$ cat config.mk
export PLATFORM = sky130hd
export DESIGN_NAME = mips_run_controller_flat
export DESIGN_NICKNAME = d
export VERILOG_FILES = /design/src/rtl/mips_run_controller_if.sv /design/src/rtl/mips_run_controller.sv /design/src/flat_wrapper.sv
export SDC_FILE = /design/constraint.sdc
export NUM_CORES = 1
export LEC_CHECK = 0
export CELL_PAD_IN_SITES_DETAIL_PLACEMENT = 2
export CELL_PAD_IN_SITES_GLOBAL_PLACEMENT = 2
export CORE_MARGIN = 4
export CORE_UTILIZATION = 31
export DETAILED_ROUTE_END_ITERATION = 8
export GPL_TIMING_DRIVEN = 0
export PLACE_DENSITY = 0.89
export REMOVE_ABC_BUFFERS = 1
export SYNTH_ARGS = -nofsm -noshare
export SYNTH_HDL_FRONTEND = slang
export SYNTH_SLANG_ARGS = --single-unit
$ cat constraint.sdc
create_clock -name clk -period 6.25 [get_ports clk]
set_clock_uncertainty 0.1 [all_clocks]
set_input_delay 1.25 -clock clk [delete_from_list [all_inputs] [get_ports clk]]
set_output_delay 1.25 -clock clk [all_outputs]
set_load 0.005 [all_outputs]
$ cat src/rtl/mips_run_controller_if.sv
// Run-controller bus: start/retire inputs from the bench or FPGA top,
// core_reset and run status outputs from the controller.
interface mips_run_controller_if #(
  parameter int CNT_W = 32
);
  logic             start;
  logic             core_reset;
  logic             instr_valid;
  logic [31:0]      instr_word;
  logic [31:0]      pc;
  logic [CNT_W-1:0] cycle_count;
  logic [CNT_W-1:0] retired_count;
  logic [31:0]      halt_pc;
  logic             done;
  logic             pass;
  logic             timeout;
  logic [1:0]       state;

  // Controller side
  modport master (
    input  start, instr_valid, instr_word, pc,
    output core_reset, cycle_count, retired_count, halt_pc,
           done, pass, timeout, state
  );

  // Environment side (bench, FPGA top, core wrapper)
  modport slave (
    output start, instr_valid, instr_word, pc,
    input  core_reset, cycle_count, retired_count, halt_pc,
           done, pass, timeout, state
  );
endinterface

$ cat src/rtl/mips_run_controller.sv
// Run/halt sequencer for MIPS core bring-up: holds the core in reset for
// RESET_CYCLES, runs it, and stops on the HALT_WORD instruction or after
// MAX_CYCLES run cycles, reporting done/pass/timeout and the halt PC.
// Optional macro MIPS_RUN_LOOP_DETECT_EN: two consecutive retirements at the
// same PC (branch-to-self) also end the run as a pass.
module mips_run_controller #(
  parameter int          RESET_CYCLES = 4,
  parameter int          MAX_CYCLES   = 10000,
  parameter int          CNT_W        = 32,
  parameter logic [31:0] HALT_WORD    = 32'h0000000C
) (
  input  logic                  clk,
  input  logic                  reset,
  mips_run_controller_if.master bus
);

  typedef enum logic [1:0] {
    S_IDLE = 2'd0,
    S_HOLD = 2'd1,
    S_RUN  = 2'd2,
    S_DONE = 2'd3
  } state_t;

  localparam logic [CNT_W-1:0] CNT_ALL_ONES = '1;
  localparam logic [CNT_W-1:0] CNT_LIMIT    = CNT_W'(MAX_CYCLES);
  localparam logic [7:0]       HOLD_LAST    = 8'(RESET_CYCLES - 1);

  state_t           state_q, state_d;
  logic [7:0]       hold_cnt_q, hold_cnt_d;
  logic [CNT_W-1:0] cycle_q, cycle_d;
  logic [CNT_W-1:0] retired_q, retired_d;
  logic [31:0]      halt_pc_q, halt_pc_d;
  logic [31:0]      last_pc_q, last_pc_d;
  logic             pass_q, pass_d;
  logic             timeout_q, timeout_d;
  logic             core_reset_q, core_reset_d;
`ifdef MIPS_RUN_LOOP_DETECT_EN
  logic             last_vld_q, last_vld_d;
`endif

  logic [CNT_W-1:0] cycle_inc;
  logic             halt_hit;
  logic             loop_hit;
  logic             timeout_hit;
  logic             end_run;
  logic             restart;

  // Decode the run-ending events for the current RUN cycle
  always_comb begin
    cycle_inc   = cycle_q + 1'b1;
    halt_hit    = bus.instr_valid && (bus.instr_word == HALT_WORD);
    loop_hit    = 1'b0;
`ifdef MIPS_RUN_LOOP_DETECT_EN
    loop_hit    = bus.instr_valid && last_vld_q && (bus.pc == last_pc_q);
`endif
    timeout_hit = (cycle_inc == CNT_LIMIT);
    end_run     = halt_hit || loop_hit || timeout_hit;
    restart     = bus.start && ((state_q == S_IDLE) || (state_q == S_DONE));
  end

  // State register
  always_ff @(posedge clk or posedge reset) begin
    if (reset) state_q <= S_IDLE;
    else       state_q <= state_d;
  end

  // Next-state logic
  always_comb begin
    state_d = state_q;
    case (state_q)
      S_IDLE: if (bus.start)              state_d = S_HOLD;
      S_HOLD: if (hold_cnt_q == HOLD_LAST) state_d = S_RUN;
      S_RUN:  if (end_run)                state_d = S_DONE;
      S_DONE: if (bus.start)              state_d = S_HOLD;
      default:                            state_d = S_IDLE;
    endcase
  end

  // Counter, flag and halt-PC updates; halt beats loop beats timeout
  always_comb begin
    hold_cnt_d = hold_cnt_q;
    cycle_d    = cycle_q;
    retired_d  = retired_q;
    halt_pc_d  = halt_pc_q;
    last_pc_d  = last_pc_q;
    pass_d     = pass_q;
    timeout_d  = timeout_q;
`ifdef MIPS_RUN_LOOP_DETECT_EN
    last_vld_d = last_vld_q;
`endif
    if (restart) begin
      hold_cnt_d = '0;
      cycle_d    = '0;
      retired_d  = '0;
      halt_pc_d  = '0;
      last_pc_d  = '0;
      pass_d     = 1'b0;
      timeout_d  = 1'b0;
`ifdef MIPS_RUN_LOOP_DETECT_EN
      last_vld_d = 1'b0;
`endif
    end else if (state_q == S_HOLD) begin
      hold_cnt_d = hold_cnt_q + 1'b1;
    end else if (state_q == S_RUN) begin
      cycle_d = cycle_inc;
      if (bus.instr_valid) begin
        if (retired_q != CNT_ALL_ONES) retired_d = retired_q + 1'b1;
        last_pc_d = bus.pc;
`ifdef MIPS_RUN_LOOP_DETECT_EN
        last_vld_d = 1'b1;
`endif
      end
      if (halt_hit || loop_hit) begin
        pass_d    = 1'b1;
        halt_pc_d = bus.pc;
      end else if (timeout_hit) begin
        timeout_d = 1'b1;
        halt_pc_d = bus.instr_valid ? bus.pc : last_pc_q;
      end
    end
    // Core runs only while in RUN; registered so it changes on the entry edge
    core_reset_d = (state_d != S_RUN);
  end

  // Datapath registers
  always_ff @(posedge clk or posedge reset) begin
    if (reset) begin
      hold_cnt_q   <= '0;
      cycle_q      <= '0;
      retired_q    <= '0;
      halt_pc_q    <= '0;
      last_pc_q    <= '0;
      pass_q       <= 1'b0;
      timeout_q    <= 1'b0;
      core_reset_q <= 1'b1;
`ifdef MIPS_RUN_LOOP_DETECT_EN
      last_vld_q   <= 1'b0;
`endif
    end else begin
      hold_cnt_q   <= hold_cnt_d;
      cycle_q      <= cycle_d;
      retired_q    <= retired_d;
      halt_pc_q    <= halt_pc_d;
      last_pc_q    <= last_pc_d;
      pass_q       <= pass_d;
      timeout_q    <= timeout_d;
      core_reset_q <= core_reset_d;
`ifdef MIPS_RUN_LOOP_DETECT_EN
      last_vld_q   <= last_vld_d;
`endif
    end
  end

  // Output drive
  always_comb begin
    bus.core_reset    = core_reset_q;
    bus.cycle_count   = cycle_q;
    bus.retired_count = retired_q;
    bus.halt_pc       = halt_pc_q;
    bus.done          = (state_q == S_DONE);
    bus.pass          = pass_q;
    bus.timeout       = timeout_q;
    bus.state         = state_q;
  end

endmodule

$ cat src/flat_wrapper.sv
// flat-port wrapper written by rule: the top's interface ports become plain ports
module mips_run_controller_flat 
#(
  parameter int          RESET_CYCLES = 4,
  parameter int          MAX_CYCLES   = 10000,
  parameter int          CNT_W        = 32,
  parameter logic [31:0] HALT_WORD    = 32'h0000000C
)
  (clk, reset, bus_start, bus_instr_valid, bus_instr_word, bus_pc, bus_core_reset, bus_cycle_count, bus_retired_count, bus_halt_pc, bus_done, bus_pass, bus_timeout, bus_state);
  mips_run_controller_if #(.CNT_W(CNT_W)) bus_i ();
  input  logic clk;
  input  logic reset;
  input wire logic [$bits(bus_i.start)-1:0] bus_start;
  input wire logic [$bits(bus_i.instr_valid)-1:0] bus_instr_valid;
  input wire logic [$bits(bus_i.instr_word)-1:0] bus_instr_word;
  input wire logic [$bits(bus_i.pc)-1:0] bus_pc;
  output wire logic [$bits(bus_i.core_reset)-1:0] bus_core_reset;
  output wire logic [$bits(bus_i.cycle_count)-1:0] bus_cycle_count;
  output wire logic [$bits(bus_i.retired_count)-1:0] bus_retired_count;
  output wire logic [$bits(bus_i.halt_pc)-1:0] bus_halt_pc;
  output wire logic [$bits(bus_i.done)-1:0] bus_done;
  output wire logic [$bits(bus_i.pass)-1:0] bus_pass;
  output wire logic [$bits(bus_i.timeout)-1:0] bus_timeout;
  output wire logic [$bits(bus_i.state)-1:0] bus_state;
  assign bus_i.start = bus_start;
  assign bus_i.instr_valid = bus_instr_valid;
  assign bus_i.instr_word = bus_instr_word;
  assign bus_i.pc = bus_pc;
  assign bus_core_reset = bus_i.core_reset;
  assign bus_cycle_count = bus_i.cycle_count;
  assign bus_retired_count = bus_i.retired_count;
  assign bus_halt_pc = bus_i.halt_pc;
  assign bus_done = bus_i.done;
  assign bus_pass = bus_i.pass;
  assign bus_timeout = bus_i.timeout;
  assign bus_state = bus_i.state;
  mips_run_controller #(.RESET_CYCLES(RESET_CYCLES), .MAX_CYCLES(MAX_CYCLES), .CNT_W(CNT_W), .HALT_WORD(HALT_WORD)) u_core (.clk(clk), .reset(reset), .bus(bus_i));
endmodule
Word-level counts from Yosys, hierarchy flattened
Cells that the tools add are included.
{"block": "totals", "inputBits": 68, "wordCells": 72, "out_inout_bits": 102, "ff_bits": 141}
{"block": "classes", "n_mux": 32, "n_eq_ne": 10, "n_reduce_logical": 18, "add_sub_neg": 3}
{"operator": "32-bit 2-to-1 mux", "n": 17}
{"operator": "32-bit by 1-bit adder with 32-bit output (second input constant)", "n": 2}
{"operator": "32-bit by 14-bit equality test with 1-bit output (second input constant)", "n": 1}
{"operator": "32-bit by 4-bit equality test with 1-bit output (second input constant)", "n": 1}
{"operator": "32-bit != test (second input constant)", "n": 1}
{"operator": "8-bit 2-to-1 mux", "n": 2}
{"operator": "2-bit nonzero test", "n": 6}
{"operator": "1-bit 2-to-1 mux", "n": 9}
{"operator": "8-bit by 1-bit adder with 8-bit output (second input constant)", "n": 1}
{"operator": "8-bit by 2-bit equality test with 1-bit output (second input constant)", "n": 1}
{"operator": "4-bit AND reduction", "n": 2}
{"operator": "2-bit 2-to-1 mux", "n": 3}
{"operator": "2-bit one-hot mux with 3 select lines", "n": 1}
{"operator": "3-bit AND reduction", "n": 2}
{"operator": "2-bit equality test (second input constant)", "n": 2}
{"operator": "2-bit != test (second input constant)", "n": 2}
{"operator": "3-bit nonzero test", "n": 1}
{"operator": "2-bit by 1-bit equality test with 1-bit output (second input constant)", "n": 1}
{"operator": "1-bit logical AND", "n": 2}
{"operator": "2-bit logical NOT", "n": 1}
{"operator": "1-bit logical OR", "n": 2}
{"operator": "2-bit by 1-bit != test with 1-bit output (second input constant)", "n": 1}
{"operator": "2-bit AND reduction", "n": 1}
{"operator": "2-bit OR reduction", "n": 1}

Depth between registers and ports, before layout
{"block": "depth", "word_depth": 7, "depth_mapped": 11, "ltp_nobuf": 11}

Worst setup path after synthesis
No wires, ideal clock.
{"block": "synth_timing", "path_kind": "flip-flop to flip-flop", "from": "register u_core.cycle_q[3], in the netlist u_core.bus.cycle_count[3]", "to": "register u_core.halt_pc_q[1], in the netlist u_core.bus.halt_pc[1]", "stages_incl_launch_ff": 11, "synth_period_minus_slack_ns": 3.274, "arrival_time_ns": 3.051, "slack_ns": 2.976, "path_buffers": 1, "path_cell_list": "dfrtp_1 > nand4_2 > or3_1 > or4_4 > nor2_4 > nand2_1 > o31a_1 > o41ai_2 > a31oi_1 > buf_2 > o2bb2ai_1"}
{"block": "synth_via", "elab_chain_cells": 4}
{"element": "start: declaration", "line_no": "mips_run_controller.sv:30", "rtl": "logic [CNT_W-1:0] cycle_q, cycle_d;"}
{"element": "start signal: assignment", "line_no": "mips_run_controller.sv:141", "rtl": "cycle_q <= cycle_d;"}
{"element": "32-bit by 1-bit adder with 32-bit output", "line_no": "mips_run_controller.sv:50", "rtl": "cycle_inc = cycle_q + 1'b1;"}
{"element": "32-bit by 14-bit equality test with 1-bit output", "line_no": "mips_run_controller.sv:56", "rtl": "timeout_hit = (cycle_inc == CNT_LIMIT);"}
{"element": "3-bit nonzero test (no source line)"}
{"element": "3-bit AND reduction (no source line)"}
{"element": "end signal: assignment", "line_no": "mips_run_controller.sv:143", "rtl": "halt_pc_q <= halt_pc_d;"}
{"element": "end: declaration", "line_no": "mips_run_controller.sv:32", "rtl": "logic [31:0] halt_pc_q, halt_pc_d;"}
No other way between the ends.
A chain may end at the register's enable or synchronous reset.

Worst setup path after layout
{"block": "layout_timing", "from": "input port bus_start", "to": "register u_core.retired_q[31], in the netlist u_core.bus.retired_count[31]"}
{"block": "layout_via", "elab_chain_cells": 3, "word_cells_on_any_way": 7, "cone_classes": "eq/ne (1); mux (1); reduce/logical (5)"}
{"element": "start: declaration", "line_no": "flat_wrapper.sv:13", "rtl": "input wire logic [$bits(bus_i.start)-1:0] bus_start;"}
{"element": "1-bit logical AND (*)", "line_no": "mips_run_controller.sv:58", "rtl": "restart = bus.start && ((state_q == S_IDLE) || (state_q == S_DONE));"}
{"element": "2-bit by 1-bit != test with 1-bit output (no source line) / 2-bit nonzero test (equally long branches)"}
{"element": "4-bit AND reduction (no source line)"}
{"element": "end signal: assignment", "line_no": "mips_run_controller.sv:142", "rtl": "retired_q <= retired_d;"}
{"element": "end: declaration", "line_no": "mips_run_controller.sv:31", "rtl": "logic [CNT_W-1:0] retired_q, retired_d;"}
Mark *: on every way between the ends. The rest lies on a longest branch, timed or not.

==> run_results.csv <==
group,metric,value,unit
outcome,status,"complete, no violations",
power_and_ir_drop,switching_share,36.56,%
global_route,grt_pass1_vias,7325,
synth,muxShareOfSynthArea,4.781,%
synth,synth-simple-area-share,18.74,%
routing,antenna_left,0,
timing,finalSetupTns,0,ns
clocking,root_buffer,"clkbuf_16",
routing,post_drt_wl_per_cell,21.56,um
worst_setup_path,reg2reg_depth,10,
worst_setup_path,cp-start-kind,"primary input",
synth,synth_seq_cells,141,
die,die_h,159.5,um
worst_hold_path,hold_depth,1,
timing,holdWs,0.3903,ns
timing,fin_crit_sh,81.73,%
die,coreArea,22640,um^2
die,dieArea,25450,um^2
timing,timing.final.ws_setup,1.142,ns
synth,synth-edff-count,0,
flow_run,maxCapViolCount,0,
power_and_ir_drop,switching_power,1.167,mW
place,post-place-ws,0.7983,ns
synth,synth_cell_type_count,52,
synth,synth_top_area_share,49.22,%
clocking,cts_buffers,17,
routing,drt_pass1_iterations,4,
routing,totalWireLength,25230,um
worst_setup_path,crit_path_frequent_cell,"nor2_1",
worst_setup_path,end_kind,"flip-flop",
timing,finalMaxSlewViolations,0,
synth,ys_seq_area_share,49.59,%
worst_setup_path,cp.depth,10,
clocking,path_clk_slew,0.06,ns
final_layout,area_growth_syn_to_layout,37.49,%
final_layout,final_util,43.23,%
die,fp.dieW,159.5,um
die,rows,55,
worst_setup_path,cp_cell_sequence,"clkdlybuf4s50_1, and2_2, o21ai_2, nor2_1, o31ai_1, or2_2, nor3_1, nand4_1, xor2_1, nor2_1",
place,placed_cells,1138,
clocking,cts_buffer_depth,2,
routing,drtIter0Drc,374,
place,port_buffers,169,
final_layout,fin_cells,1170,
power_and_ir_drop,p_int,2.024,mW
worst_setup_path,path_delay_family,"simple AND/OR/NAND/NOR gates",
synth,yosysMostFrequentCell,"dfrtp_1",
timing,rsz0062_at_grt,"no",
timing,max_freq,0.1958,GHz
timing,max_slew_margin,16.26,%
worst_setup_path,crit_fanout,40,
worst_setup_path,worst-path-buf-inv,1,
final_layout,antennaDiodeCount,0,
global_route,grt_pass1_wl,41430,um
clocking,htree_levels,4,
clocking,cts-resized-gates,0,
worst_hold_path,min_path_type,"reg -> reg",
global_route,grt_max_degree,90,
power_and_ir_drop,seq_power_share,35.2,%
synth,synth_compound_area_share,18.61,%
clocking,cts_hold_buf,0,
synth,ys.flop_type,"dfrtp_1",
die,io_pins,170,
global_route,antenna_found_initial,0,
timing,worstMarginPinSlew,1.253,ns
timing,setup_viol,0,
synth,synth_top_cell_by_area,"dfrtp_1",
routing,vias_per_cell,5.644,
global_route,gr-total-overflow,0,
synth,yosys-top-cells-count,"dfrtp_1, nand2_1, nor2_1",
power_and_ir_drop,p_per_area,326.1,nW/um^2
worst_setup_path,crit_required,6.41,ns
die,start_util,31.44,%
clocking,cts_tree,"done",
worst_setup_path,critPathMaxStageDelay,0.81,ns
synth,synth_top_family_by_area,"simple AND/OR/NAND/NOR gates",
clocking,clkLatencyLatePin,0.42,ns
timing,hold_violations,0,
synth,yosys.area_share.xor_xnor,4.307,%
synth,yosys_warnings,0,
synth,synthCells,720,
worst_setup_path,cp_slowest_cell,"and2_2",
synth,synth_area,7118,um^2
synth,async_flop_share,100.0,%
timing,min_period,5.108,ns
final_layout,num-fill-cells,2371,
global_route,grtUsageTotal,19.94,%
final_layout,fin_nets,946,
routing,num_vias,6604,
power_and_ir_drop,leakage,3.976,nW
synth,syn_area_per_cell,9.886,um^2
worst_setup_path,setup.worst_path.class,"in -> reg",
worst_setup_path,crit_arrival,5.27,ns
place,dp_hpwl,17390,um
power_and_ir_drop,comb_power_share,31.7,%
synth,synth_fa_ha_area_share,1.055,%
clocking,cts.sinks,141,
power_and_ir_drop,irDropWorstVdd,0.2026,mV
place,globalplace.congestion,0.7686,
clocking,postCtsSetupBuffers,0,
power_and_ir_drop,pwr-share-clk,33.1,%
routing,drc_errors,0,
synth,ys_top_cells_by_area,"dfrtp_1, mux2i_1, a32o_1",
final_layout,drive_gt1_share,6.554,%
==> state kept, by name (all words and copies together), names as in the netlist <==
name,cells
u_core.bus.core_reset,1
u_core.bus.cycle_count,32
u_core.bus.halt_pc,32
u_core.bus.pass,1
u_core.bus.retired_count,32
u_core.bus.state,2
u_core.bus.timeout,1
u_core.hold_cnt_q,8
u_core.last_pc_q,32
==> area by class of cell <==
cell class / count / area (um^2) / area share [%]
flip-flops and latches: 141 / 3530 / 36.06
multi-input cells: 526 / 3422 / 34.97
repair buffers: 175 / 1834 / 18.74
clock buffers: 17 / 425.4 / 4.347
well taps: 285 / 356.6 / 3.644
clock inverters: 15 / 172.7 / 1.764
inverters: 11 / 46.29 / 0.4730
==> metrics by stage <==
stage               power (mW)  instance area, um^2
floorplan                1.610                 6952
global placement         1.975                 9000
detailed placement       2.157                 9189
CTS                      3.231                 9787
global route             3.369                 9787
finish                   3.191                 9787
==> routing by layer <==
layer  share of wire [%]  up-vias  track usage, %  wire, um
met2                  52      161           35.22     13060
met1                  43     3402           24.74     10800
met3                 3.1       46           3.210       776
li1                    -     2995               -         -
met4                 2.4        0           6.824       595
met5                   0        -               0         0
==> worst paths after layout <==
check                                                      startpoint  slack [ns]                                  endpoint
max in group asynchronous                                       reset        4.03           u_core.bus.core_reset$_DFF_PP1_
worst max register to register  u_core.bus.cycle_count[0]$_DFFE_PP0P_        1.22        u_core.bus.halt_pc[22]$_DFFE_PP0P_
worst min-delay path               u_core.bus.halt_pc[19]$_DFFE_PP0P_        0.39        u_core.bus.halt_pc[19]$_DFFE_PP0P_
worst max-delay path                                        bus_start        1.14  u_core.bus.retired_count[31]$_DFFE_PP0P_
worst min register to register     u_core.bus.halt_pc[19]$_DFFE_PP0P_        0.39        u_core.bus.halt_pc[19]$_DFFE_PP0P_
min in group asynchronous                                       reset        1.15        u_core.bus.halt_pc[18]$_DFFE_PP0P_
==> power groups by stage <==
stage	logic, mW	registers, mW	clock network, mW
final	1.01	1.12	1.05
after global routing	1.10	1.14	1.13
after CTS	1.03	1.12	1.08
after detailed placement	1.02	1.14	0
after global placement	0.847	1.13	0
after floorplan	0.496	1.11	0
==> logic make-up after synthesis <==
logic type      after synthesis
compound gates              186
mux                          34
fa+ha+maj                     6
flops                       141
buf+inv                      53
simple gates                265
xor+xnor                     35
==> worst register-to-register path, cell delays in order (launching register included) <==
cell	delay (ns)
dfrtp_1	0.45
ha_1	0.30
nand3_1	0.26
nor4_1	0.65
nand3_1	0.23
nor2_1	0.48
xor2_1	0.14
o31a_1	0.31
o41ai_2	0.63
nand2_1	0.89
o2bb2ai_1	0.48
==> cells in the final DEF, fill, tap and decap left out, types with 11 or more instances in the layout <==
master           Yosys  layout
nor4_1              15      15
nor3_1              11      11
dfrtp_1            140     140
nand3_1             24      24
a32o_1              33      33
o31ai_1             16      16
xor2_1              28      28
a21oi_1             23      23
mux2i_1             34      34
clkdlybuf4s50_1      0     168
or3_1               17      17
nand2_1             75      75
clkbuf_16            0      17
o2bb2ai_1           32      32
nor2_1              64      62
nand4_1             21      21
o21ai_0             59      59
Note: power is estimated with default switching activity, not from simulation.
